`config.mk`:
```
export PLATFORM = sky130hd
export DESIGN_NAME = bp_fe_ras_ckpt
export DESIGN_NICKNAME = d
export VERILOG_FILES = /design/src/rtl/bp_fe_ras_pkg.sv /design/src/rtl/bp_fe_ras_decode.sv /design/src/rtl/bp_fe_ras_ckpt.sv
export SDC_FILE = /design/constraint.sdc
export NUM_CORES = 1
export LEC_CHECK = 0
export CORE_MARGIN = 8
export CORE_UTILIZATION = 45
export DETAILED_ROUTE_END_ITERATION = 10
export PLACE_DENSITY = 0.72
export SLEW_MARGIN = 10
export SYNTH_ARGS = -nofsm -noshare
export SYNTH_HDL_FRONTEND = slang
export SYNTH_SLANG_ARGS = --single-unit
```
`constraint.sdc`:
```
create_clock -name clk_i -period 4 [get_ports clk_i]
set_input_delay 0.8 -clock clk_i [delete_from_list [all_inputs] [get_ports clk_i]]
set_output_delay 0.8 -clock clk_i [all_outputs]
set_load 0.01 [all_outputs]
```
`src/rtl/bp_fe_ras_pkg.sv`:
```
// Shared RAS types: opcode constants, link-register test, checkpoint layout and decoded op.
// Build option BP_FE_RAS_PERF_CNT_EN (see bp_fe_ras_ckpt) does not change anything here.
package bp_fe_ras_pkg;

    localparam int ras_idx_width_gp = 4;

    localparam logic [6:0] opcode_jal_gp    = 7'h6F;
    localparam logic [6:0] opcode_jalr_gp   = 7'h67;
    localparam logic [2:0] funct3_jalr_gp   = 3'b000;

    typedef struct packed {
        logic [ras_idx_width_gp-1:0] top_ptr;
        logic [ras_idx_width_gp:0]   count;
    } ras_ckpt_s;

    typedef enum logic [1:0] {
        RAS_NONE,
        RAS_PUSH,
        RAS_POP,
        RAS_SWAP
    } ras_op_e;

    function automatic logic is_link(input logic [4:0] reg_idx);
        return (reg_idx == 5'd1) || (reg_idx == 5'd5);
    endfunction

endpackage

```
`src/rtl/bp_fe_ras_decode.sv`:
```
// Purpose: classify a fetched instruction as RAS push / pop / swap / none.
// Latency: combinational. Backpressure: none, pure function of instr_i.
module bp_fe_ras_decode
    import bp_fe_ras_pkg::*;
(
    input  logic [31:0] instr_i,
    output ras_op_e     op_o
);

    logic [6:0]  opcode;
    logic [4:0]  rd;
    logic [2:0]  funct3;
    logic [4:0]  rs1;
    logic [11:0] imm;
    logic        rd_link;
    logic        rs1_link;

    assign opcode   = instr_i[6:0];
    assign rd       = instr_i[11:7];
    assign funct3   = instr_i[14:12];
    assign rs1      = instr_i[19:15];
    assign imm      = instr_i[31:20];
    assign rd_link  = is_link(rd);
    assign rs1_link = is_link(rs1);

    always_comb begin
        op_o = RAS_NONE;
        if (opcode == opcode_jal_gp) begin
            if (rd_link) op_o = RAS_PUSH;
        end else if (opcode == opcode_jalr_gp && funct3 == funct3_jalr_gp) begin
            // Swap must win over push: both link regs but different is a coroutine hop
            if (rd_link && rs1_link && rd != rs1)
                op_o = RAS_SWAP;
            else if (rd_link)
                op_o = RAS_PUSH;
            else if (rd == 5'd0 && rs1_link && imm == 12'd0)
                op_o = RAS_POP;
        end
    end

endmodule

```
`src/rtl/bp_fe_ras_ckpt.sv`:
```
// Purpose: checkpointable return-address stack; BP_FE_RAS_PERF_CNT_EN adds overflow/underflow counters.
// Latency: prediction and ckpt_o are 0-cycle combinational; stack updates on the next clk_i edge.
// Backpressure: none; redirect_v_i overrides any fetch in the same cycle.
module bp_fe_ras_ckpt
    import bp_fe_ras_pkg::*;
#(
    parameter int eaddr_width_p    = 32,
    parameter int ras_idx_width_p  = ras_idx_width_gp,
    parameter int instr_bytes_p    = 4,
    parameter int perf_cnt_width_p = 16
)
(
    input  logic                         clk_i,
    input  logic                         reset_n_i,
    input  logic                         fetch_v_i,
    input  logic [31:0]                  instr_i,
    input  logic [eaddr_width_p-1:0]     pc_i,
    input  logic                         redirect_v_i,
    input  logic [2*ras_idx_width_p:0]   redirect_ckpt_i,
`ifdef BP_FE_RAS_PERF_CNT_EN
    output logic [perf_cnt_width_p-1:0]  ovf_cnt_o,
    output logic [perf_cnt_width_p-1:0]  unf_cnt_o,
`endif
    output logic [eaddr_width_p-1:0]     pc_o,
    output logic                         pc_v_o,
    output logic [2*ras_idx_width_p:0]   ckpt_o
);

    localparam int depth_lp = 1 << ras_idx_width_p;
    localparam logic [ras_idx_width_p:0] depth_cnt_lp = (ras_idx_width_p+1)'(depth_lp);

    typedef logic [perf_cnt_width_p-1:0] perf_cnt_t;

    logic [ras_idx_width_p-1:0] top_ptr_r;
    logic [ras_idx_width_p:0]   count_r;
    logic [eaddr_width_p-1:0]   stack_r [depth_lp];

    ras_op_e                    dec_op;
    ras_op_e                    op;
    logic [eaddr_width_p-1:0]   ret_addr;
    logic [ras_idx_width_p-1:0] top_inc;
    logic                       empty;
    logic                       full;
    logic                       push_v;
    logic                       pop_v;
    logic                       swap_v;

    bp_fe_ras_decode u_decode (
        .instr_i (instr_i),
        .op_o    (dec_op)
    );

    assign op       = fetch_v_i ? dec_op : RAS_NONE;
    assign ret_addr = pc_i + eaddr_width_p'(instr_bytes_p);
    assign top_inc  = top_ptr_r + ras_idx_width_p'(1);
    assign empty    = (count_r == '0);
    assign full     = (count_r == depth_cnt_lp);

    // A swap on an empty stack has nothing to replace, so it degenerates into a push
    assign push_v = ~redirect_v_i & ((op == RAS_PUSH) | ((op == RAS_SWAP) & empty));
    assign pop_v  = ~redirect_v_i & (op == RAS_POP)  & ~empty;
    assign swap_v = ~redirect_v_i & (op == RAS_SWAP) & ~empty;

    assign pc_o   = stack_r[top_ptr_r];
    assign pc_v_o = ~redirect_v_i & ~empty & ((op == RAS_POP) | (op == RAS_SWAP));
    assign ckpt_o = {top_ptr_r, count_r};

    always_ff @(posedge clk_i or negedge reset_n_i) begin
        if (!reset_n_i) begin
            top_ptr_r <= '1;
            count_r   <= '0;
            for (int i = 0; i < depth_lp; i++) stack_r[i] <= '0;
        end else if (redirect_v_i) begin
            top_ptr_r <= redirect_ckpt_i[2*ras_idx_width_p:ras_idx_width_p+1];
            count_r   <= redirect_ckpt_i[ras_idx_width_p:0];
        end else if (push_v) begin
            // When full the pointer wraps onto the oldest entry and overwrites it
            top_ptr_r        <= top_inc;
            stack_r[top_inc] <= ret_addr;
            if (!full) count_r <= count_r + 1'b1;
        end else if (pop_v) begin
            top_ptr_r <= top_ptr_r - ras_idx_width_p'(1);
            count_r   <= count_r - 1'b1;
        end else if (swap_v) begin
            stack_r[top_ptr_r] <= ret_addr;
        end
    end

`ifdef BP_FE_RAS_PERF_CNT_EN
    perf_cnt_t ovf_cnt_r;
    perf_cnt_t unf_cnt_r;
    logic      ovf_inc;
    logic      unf_inc;

    assign ovf_inc = ~redirect_v_i & (op == RAS_PUSH) & full;
    assign unf_inc = ~redirect_v_i & (op == RAS_POP)  & empty;

    always_ff @(posedge clk_i or negedge reset_n_i) begin
        if (!reset_n_i) begin
            ovf_cnt_r <= '0;
            unf_cnt_r <= '0;
        end else begin
            if (ovf_inc && ovf_cnt_r != '1) ovf_cnt_r <= ovf_cnt_r + 1'b1;
            if (unf_inc && unf_cnt_r != '1) unf_cnt_r <= unf_cnt_r + 1'b1;
        end
    end

    assign ovf_cnt_o = ovf_cnt_r;
    assign unf_cnt_o = unf_cnt_r;
`endif

endmodule
```
---- After elaboration in Yosys (flattened, before gate mapping) ----
Cells that the tools add are included.
word-level totals
  output and inout bits ................... 42
  bits in registers ....................... 521
operators by class
  $lt $le $gt $ge ......................... 4
  bitwise gates (word level) .............. 14
  reduce and logical (&&, ||, !) cells .... 17
  mux-type cells .......................... 26
  equal/unequal tests ..................... 13
  add/subtract/negate cells ............... 5
operators with widths
  kind                                                        number
  2-to-1 mux 512 bit                                          3
  bitwise mux 512 bit                                         2
  demux 32 bit (select 4 bit)                                 2
  binary-select mux 32 bit (select 4 bit)                     1
  2-to-1 mux 32 bit                                           4
  adder 32 x 3 -> 32 bit, second input constant               1
  2-to-1 mux 5 bit                                            4
  == test 7 bit, second input constant                        2
  logical NOT 12 bit                                          1
  2-to-1 mux 2 bit                                            6
  2-to-1 mux 4 bit                                            3
  == test 5 x 1 -> 1 bit, second input constant               2
  == test 5 x 3 -> 1 bit, second input constant               2
  greater-or-equal comparator 5 bit, second input constant    2
  logical NOT 5 bit                                           2
  less-than comparator 5 x 1 -> 1 bit, second input constant  2
  inverter 4 -> 5 bit                                         2
  bitwise AND 1 bit                                           8
  logical AND 1 bit                                           7
  adder 5 x 1 -> 5 bit, second input constant                 1
  == test 5 bit, second input constant                        1
  != test 5 bit                                               1
  subtractor 5 x 1 -> 5 bit, second input constant            1
  adder 4 x 1 -> 4 bit, second input constant                 1
  other kinds (14)                                            18

---- Longest topological paths before layout ----
Gate-level depths: netlist (run 1).
  depth after elaboration ................. 16
  mapped depth ............................ 12

---- Modules after synthesis ----
Synthesis (run 1) repeated with hierarchy kept, for this count alone.
second synthesis, totals
  cells, all modules ...................... 1746
  area total of the unflattened synthesis .. 25010.2 µm²
modules (own cells, without submodules)
  module            instances  cells an instance  area each (µm²)
  bp_fe_ras_ckpt    1          1730               24890.1
  bp_fe_ras_decode  1          16                 120.1

---- Worst setup path after synthesis (run 1) ----
Ideal clock, no wire load.
  kind .................................... input port to flip-flop
  start point ............................. in instr_i[4]
  end point ............................... reg count_r[4]
  data required time ...................... 3.917 ns
  buffers on the path ..................... 1
  path slack .............................. 0.293 ns
  library setup time ...................... 0.083 ns
  stages .................................. 12
  arrival ................................. 3.625 ns
  cell sequence ........................... and4bb_2 > nand4_4 > or2_2 > clkbuf_1 > or3_2 > fa_1 > a21o_1 > a21oi_1 > xor2_1 > nor3_1 > a311o_1 > o21ai_0
between the ends
  cells in the longest elaborated chain, start to end .. 11
  elaborated cells between the ends (all ways) .. 19
RTL lines
  item                                                                      line                    RTL
  start: declaration                                                        bp_fe_ras_ckpt.sv:16    input logic [31:0] instr_i,
  == test 7 bit                                                             bp_fe_ras_decode.sv:30  end else if (opcode == opcode_jalr_gp && funct3 == funct3_jalr_gp) begin
  logical AND 1 bit                                                         bp_fe_ras_decode.sv:30
  2-to-1 mux 2 bit                                                          bp_fe_ras_decode.sv:30
  2-to-1 mux 2 bit *                                                        bp_fe_ras_decode.sv:28  if (opcode == opcode_jal_gp) begin
  2-to-1 mux 2 bit *                                                        bp_fe_ras_ckpt.sv:53    assign op = fetch_v_i ? dec_op : RAS_NONE;
  == test 2 bit                                                             bp_fe_ras_ckpt.sv:60    assign push_v = ~redirect_v_i & ((op == RAS_PUSH) | ((op == RAS_SWAP) & empty));
  bitwise AND 1 bit                                                         bp_fe_ras_ckpt.sv:60
  bitwise OR 1 bit                                                          bp_fe_ras_ckpt.sv:60
  bitwise AND 1 bit                                                         bp_fe_ras_ckpt.sv:60
  != test 3 bit (no source line) (tied with other cells)                    -
  AND reduction 2 bit (no source line) or 2-to-1 mux 5 bit (tied branches)  -
  end signal: assignment                                                    bp_fe_ras_ckpt.sv:75    count_r <= redirect_ckpt_i[ras_idx_width_p:0];
  end signal: assignment                                                    bp_fe_ras_ckpt.sv:80    if (!full) count_r <= count_r + 1'b1;
  end signal: assignment                                                    bp_fe_ras_ckpt.sv:83    count_r <= count_r - 1'b1;
  end: declaration                                                          bp_fe_ras_ckpt.sv:35    logic [ras_idx_width_p:0] count_r;
Mark *: on every way between the ends. The rest lies on a longest branch, timed or not.
A chain may end at the register's enable or synchronous reset.

---- Worst setup path in the final report (run 1) ----
  start point ............................. reg top_ptr_r[0]
  end point ............................... out pc_o[6]
between the ends
  cells in the longest elaborated chain, start to end .. 4
RTL lines
  item                                                  line                  RTL
  start: declaration                                    bp_fe_ras_ckpt.sv:34  logic [ras_idx_width_p-1:0] top_ptr_r;
  start signal: assignment                              bp_fe_ras_ckpt.sv:74  top_ptr_r <= redirect_ckpt_i[2*ras_idx_width_p:ras_idx_width_p+1];
  start signal: assignment                              bp_fe_ras_ckpt.sv:78  top_ptr_r <= top_inc;
  start signal: assignment                              bp_fe_ras_ckpt.sv:82  top_ptr_r <= top_ptr_r - ras_idx_width_p'(1);
  inverter 4 -> 5 bit (implied by the code)             bp_fe_ras_ckpt.sv:64  assign pc_o = stack_r[top_ptr_r];
  binary-select mux 32 bit (select 4 bit)               bp_fe_ras_ckpt.sv:64
  2-to-1 mux 32 bit (implied by the code) (2 in a row)  bp_fe_ras_ckpt.sv:64
  end: declaration                                      bp_fe_ras_ckpt.sv:24  output logic [eaddr_width_p-1:0] pc_o,
Every way passes these cells. The select of a mux whose other input is x is not followed.

==> results of run 1 <==
==> Yosys cell counts, drive strengths merged, types with 5 or more instances <==
cell / instances
mux2i: 19
nor3: 7
nand2: 26
ha: 10
inv: 20
dfrtp: 517
xnor2: 23
nor4: 5
a21oi: 23
nor2: 12
nand4: 9
clkbuf: 57
o21ai: 7
mux4: 160
xor2: 14
nand3: 39
buf: 76
mux2: 496
and2: 6
and3: 8
==> power by group through the flow <==
stage / combinational, W / sequential (W) / clock (W)
global route: 0.000949 / 0.00533 / 0.00532
global placement: 0.000792 / 0.00545 / 0
detailed placement: 0.000804 / 0.00545 / 0
finish: 0.000881 / 0.00533 / 0.00503
CTS: 0.000884 / 0.00533 / 0.00513
floorplan: 0.000431 / 0.00540 / 0
==> timing repair <==
action | 4_1_cts | 5_1_grt
gates resized for setup | 33 | 9
hold buffers | 0 | 0
cloned | 3 | 0
endpoints found under the hold margin | 0 | 0
pin swaps | 0 | 2
setup buffers | 6 | 0
endpoints found under the setup margin | 31 | 6
==> per-layer routing <==
layer | vias up | routed length, um | part of all wire [%]
met5 | - | 0 | 0
li1 | 6147 | - | -
met2 | 366 | 31700 | 49
met1 | 7871 | 27800 | 43
met3 | 108 | 3400 | 5.3
met4 | 0 | 1790 | 2.8
==> stage by stage <==
step,setup WS (ps),util (%)
after floorplan,293,-
after global placement,-95.5,49.7
after detailed placement,-87.9,49.7
after CTS,-77.2,53.2
after global routing,-1.39,53.4
final,86.1,53.4
==> sequential cells by signal, summed over array words and instances (netlist names) <==
signal     count
stack_r      512
count_r        5
top_ptr_r      4
==> cells by family (layout without fill, tap and decap cells) <==
| logic type | after synthesis | count (layout) | share of synthesized area, % |
|---|---|---|---|
| simple gates | 128 | 128 | 3.00 |
| flops | 521 | 521 | 50.7 |
| compound gates | 50 | 50 | 1.98 |
| fa+ha+maj | 11 | 11 | 0.564 |
| mux | 675 | 675 | 38.7 |
| buf+inv | 153 | 329 | 3.82 |
| xor+xnor | 37 | 37 | 1.26 |
==> area by class of cell <==
class                           instances  area, um2  share of cell area [%]
Clock buffer                           76       1560                    5.18
Tap cell                              756        946                    3.13
Inverter                               20       75.1                   0.249
Timing Repair Buffer                  210       2510                    8.31
Sequential cell                       521      13100                    43.2
Multi-Input combinational cell        901      11800                    39.1
Clock inverter                         23        221                   0.734
==> worst paths after layout <==
path / startpoint / end / slack [ps] / depth (start not counted)
setup / recovery: top_ptr_r[0] / pc_o[6] / 90 / 5
hold / removal: reset_n_i / stack_r[96] / 260 / 1
setup reg to reg: count_r[0] / count_r[4] / 460 / 11
hold reg to reg: stack_r[399] / stack_r[399] / 480 / 1
max in group asynchronous: reset_n_i / top_ptr_r[2] / 2760 / 2
min in group clk_i: stack_r[399] / stack_r[399] / 480 / 1
==> cells in the final DEF, fill, tap and decap left out, drive strengths merged, types with 3 or more instances in the layout <==
cell and instances:
dfrtp 517, mux2 496, mux4 160, buf 92, clkdlybuf4s50 90, clkbuf 76
nand3 39, nand2 26, dlygate4sd2 23, a21oi 23, xnor2 23, inv 21
mux2i 19, clkinv 18, xor2 14, nor2 12, ha 10, nand4 9
and3 8, o21ai 7, nor3 7, and2 6, nor4 5, and4 4
dlymetal6s2s 4, dfstp 4, nor2b 3, bufinv 3, a2111oi 3
==> metrics.cfg, run 1 <==
[worst_setup_path]
cp_common_cell = mux4_2
crit_type = reg2out
startpoint_type = flop
cpMaxStageDelayCell = dfstp_4
max_stage_delay_ps = 630
cp-end-kind = primary output
arrival_ps = 3110
crit_family = multiplexers
required_ps = 3200
cp.buffers_inverters = 3
crit_fanout = 13
path_cells = buf_12, bufbuf_16, mux4_2, mux4_2, dlygate4sd2_1

[routing]
via_count = 14500
wl_mm = 64.7
antenna_left = 0
drt_iter0_markers = 980
routedWlPerCell_um = 25.8
dr.pass1.iters = 5
drc = 0
vias_per_cell = 5.78

[placed_design]
hpwl_mm = 40.1
port_buffers = 118
placed_cells = 2399
dpl_cell_area_um2 = 28100
finalWeightedCongestion = 0.811

[power_and_ir_drop]
power.total_w = 0.0112
p_sw_share_pct = 23.8
combPwrFrac_pct = 7.8
peakVddDrop_uv = 285
internal-power_w = 0.00857
seqPwrFrac_pct = 47.4
switching_power_w = 0.00267
p_clk_share_pct = 44.7
power_leakage_nw = 13.9
powerDensity_nw_per_um2 = 372

[grt]
met2_usage_pct = 33.5
grt_util_met1_pct = 27.2
grt.busiest_layer = met2
grt_max_degree = 104
grt_pass1_vias = 16100
grt_usage_pct = 20.3
grt_pass1_wl_mm = 101
antenna_found_initial = 0
grt_overflow = 0
use_met3_pct = 4.10

[layout]
instances_no_fill = 2507
design_area_um2 = 30200
fillers = 4365
area_delta_synth_final_pct = 17.3
nets = 1795
drive_gt1_share_pct = 50.1
num_antenna_cells = 0

[clocking]
clock_latency_ps = 600
cts_buffer_depth = 3
ctsRootBufferMaster = clkbuf_16
tritoncts = done
htreeDepth = 2
clkTransAtPathRegs_ps = 60
clock_sink_count = 521
cts_buffers = 53

[synth]
async_flop_share_pct = 100
ys_warn_count = 0
syn_nets = 1663
syn_area_um2 = 25700
yosys-top-cells-area = dfrtp_1 (50%), mux2_2 (14%), mux4_2 (14%), mux2_4 (9.0%), buf_6 (1.7%)
synthDistinctLibCells = 65
synth_top_area_share_pct = 50.3
yosys.area.top_type = dfrtp_1
synth_flop_cell = dfrtp_1
synth_edf_count = 0
syn_area_per_cell_um2 = 16.3
ys_seq_elements = 521
yosysSeqAreaShare_pct = 50.7
syn-instance-count = 1575

[timing]
relSlewSlack_pct = 14.4
fin_setup_tns_ps = 0
setup_violations = 0
worstMarginPinSlew_ps = 1280
post-route-min-period_ps = 3910
skew_ps = 16.9
fmax_mhz = 256
fin_crit_sh_pct = 97.8
hold_viol_final = 0
hold_slack_ps = 255
slew_viol_final = 0

[floorplanning]
placementRows = 87
dieArea_um2 = 65100
io-pin-count = 119
die_h_um = 255
start_util_pct = 45.5
core-area_um2 = 56500
fp.dieW_um = 255

[status]
status = finished clean

[min_path]
hold_path.class = in2async

[job]
maxCapViolCount = 0

No activity file was read; power rests on OpenSTA's default activity.
==> inputs of run 2 (changes only) <==
--- a/config.mk
+++ b/config.mk
@@ -5,7 +5,7 @@
 export SDC_FILE = /design/constraint.sdc
 export NUM_CORES = 1
 export LEC_CHECK = 0
-export CORE_MARGIN = 8
+export CORE_MARGIN = 5
 export CORE_UTILIZATION = 45
 export DETAILED_ROUTE_END_ITERATION = 10
 export PLACE_DENSITY = 0.72
==> run 2 against run 1 <==
  * Largest power group is now the clock network
  * Sequential cell count unchanged
  * Maximum frequency down 0.62%
  * Utilization up 0.49 points
  * First-iteration DRC count up 5.0%
  * Critical endpoint is now pc_o[12]
==> metrics.cfg, run 2 (synthesized netlist as in run 1, its figures left out) <==
[timing]
rsz0062_at_grt = no
fin_crit_sh_pct = 98.5  ; was 97.8%
skew_ps = 32.9  ; was 16.9 ps
fin_setup_tns_ps = 0  ; unchanged
slew_viol_final = 0  ; unchanged
relSlewSlack_pct = 18.1  ; was 14.4%
post-route-min-period_ps = 3940  ; was 3910 ps
worstMarginPinSlew_ps = 1220  ; was 1280 ps
setup_ws_ps = 61.8  ; was 86.1 ps
hold_viol_final = 0  ; unchanged
setup_violations = 0  ; unchanged
fmax_mhz = 254  ; was 256 MHz

[power_and_ir_drop]
power_leakage_nw = 14.2  ; was 13.9 nW
power.total_w = 0.0118  ; was 0.0112 W
seqPwrFrac_pct = 45.5  ; was 47.4%
internal-power_w = 0.00900  ; was 0.00857 W
p_clk_share_pct = 47.3  ; was 44.7%
p_sw_share_pct = 23.5  ; was 23.8%
switching_power_w = 0.00276  ; was 0.00267 W
peakVddDrop_uv = 294  ; was 285 uV
powerDensity_nw_per_um2 = 386  ; was 372 nW/um2
combPwrFrac_pct = 7.2  ; was 7.8%

[floorplanning]
core-area_um2 = 56500  ; unchanged
dieArea_um2 = 62100  ; was 65100 um2
fp.dieW_um = 249  ; was 255 um
io-pin-count = 119  ; unchanged
start_util_pct = 45.5  ; unchanged
die_h_um = 249  ; was 255 um
placementRows = 87  ; unchanged

[placed_design]
finalWeightedCongestion = 0.855  ; was 0.811
placed_cells = 2405  ; was 2399
port_buffers = 118  ; unchanged
dp_slack_ps = -26.7  ; was -87.9 ps
hpwl_mm = 39.1  ; was 40.1 mm

[clocking]
postCtsHoldBufs = 0  ; unchanged
tritoncts = done  ; unchanged
cts_buffers = 55  ; was 53
ctsRootBufferMaster = clkbuf_16  ; unchanged
clock_latency_ps = 620  ; was 600 ps
clkTransAtPathRegs_ps = 60  ; about the same
cts_buffer_depth = 3  ; unchanged
clock_sink_count = 521  ; unchanged
htreeDepth = 2  ; unchanged

[layout]
layout_common_cells = dfrtp_1 (517), mux2_2 (328), mux4_2 (160), mux2_4 (154), clkdlybuf4s50_1 (89)  ; was dfrtp_1 (517), mux2_2 (328), mux4_2 (160), mux2_4 (154), clkdlybuf4s50_1 (90)
fillers = 4386  ; was 4365
layout_commonest_cell = dfrtp_1  ; unchanged
num_antenna_cells = 0  ; unchanged
drive_gt1_share_pct = 50.5  ; was 50.1%
largest-register = stack_r  ; unchanged
nets = 1810  ; was 1795
instances_no_fill = 2525  ; was 2507
multi_input_area_um2 = 11800  ; about the same
top_regs = stack_r x512, count_r x5, top_ptr_r x4  ; unchanged
area_delta_synth_final_pct = 18.4  ; was 17.3%
regArea_um2 = 13100  ; unchanged
largest_register_ffs = 512  ; unchanged

[routing]
vias_per_cell = 5.75  ; was 5.78
drc = 0  ; unchanged
routedWlPerCell_um = 25.4  ; was 25.8 um
drt_iter0_markers = 1029  ; was 980
dr.pass1.iters = 5  ; unchanged
antenna_left = 0  ; unchanged
wl_mm = 64.0  ; was 64.7 mm
via_count = 14500  ; about the same

[worst_setup_path]
arrival_ps = 3140  ; was 3110 ps
cp-end-kind = primary output  ; unchanged
startpoint_type = flop  ; unchanged
crit_type = reg2out  ; unchanged
crit_fanout = 16  ; was 13
required_ps = 3200  ; about the same

[grt]
grt_max_degree = 117  ; was 104
use_met3_pct = 3.17  ; was 4.10%
met2_usage_pct = 34.0  ; was 33.5%
grt_pass1_wl_mm = 100  ; was 101 mm
grt_pass1_vias = 15900  ; was 16100
grt_usage_pct = 20.5  ; was 20.3%
grt_overflow = 0  ; unchanged
grt.busiest_layer = met2  ; unchanged
grt_util_met1_pct = 28.4  ; was 27.2%
antenna_found_initial = 1  ; was 0

[job]
maxCapViolCount = 0  ; unchanged

[min_path]
hold_path.class = in2async  ; unchanged

[status]
status = finished clean  ; unchanged

-- run 2: critical path: stages (launching register included) --
cell and delay, ps:
dfstp_4 640, buf_12 190, buf_16 190, mux4_2 510, mux4_2 480, clkdlybuf4s50_1 500
-- run 2: per-layer routing --
metal,part of all wire (%),wire [um]
met2,49,31500
met4,2.7,1720
met1,43,27800
met5,0,0
met3,4.7,2980
-- run 2: final cells by class --
type / instances / share of cell area [%]
sequential: 521 / 42.9
timing repair buffer: 223 / 8.43
tap: 756 / 3.11
clock inverter: 22 / 1.12
clock buffer: 82 / 5.48
inverter: 20 / 0.246
multi-input combinational: 901 / 38.8
-- run 2: power groups by stage --
stage | clock network (W) | logic (W) | registers, W
6_report | 0.00556 | 0.000847 | 0.00535
5_1_grt | 0.00588 | 0.000918 | 0.00536
4_1_cts | 0.00565 | 0.000831 | 0.00535
3_5_place_dp | 0 | 0.000786 | 0.00547
3_3_place_gp | 0 | 0.000776 | 0.00547
2_1_floorplan | 0 | 0.000431 | 0.00540
-- run 2: what timing repair did --
action	CTS	global route
pin swaps	0	4
setup buffers	3	12
cloned	1	0
endpoints found under the setup margin	32	16
gates resized for setup	18	21
-- run 2: final timing paths --
path	start	to	slack, ps	cells after the start
min in group clk_i	stack_r[395]	stack_r[395]	490	1
max in group asynchronous	reset_n_i	stack_r[405]	2840	2
min	reset_n_i	stack_r[162]	110	1
min reg2reg	stack_r[395]	stack_r[395]	490	1
max reg2reg	count_r[0]	count_r[4]	430	11
max	top_ptr_r[0]	pc_o[12]	60	5
-- run 2: stage by stage --
stage,util [%],area [um2],hold WS [ps]
5_1_grt,53.9,30500,132
6_report,53.9,30500,112
3_5_place_dp,49.8,28100,474
3_3_place_gp,49.8,28100,462
4_1_cts,53.5,30200,102
2_1_floorplan,-,25700,452
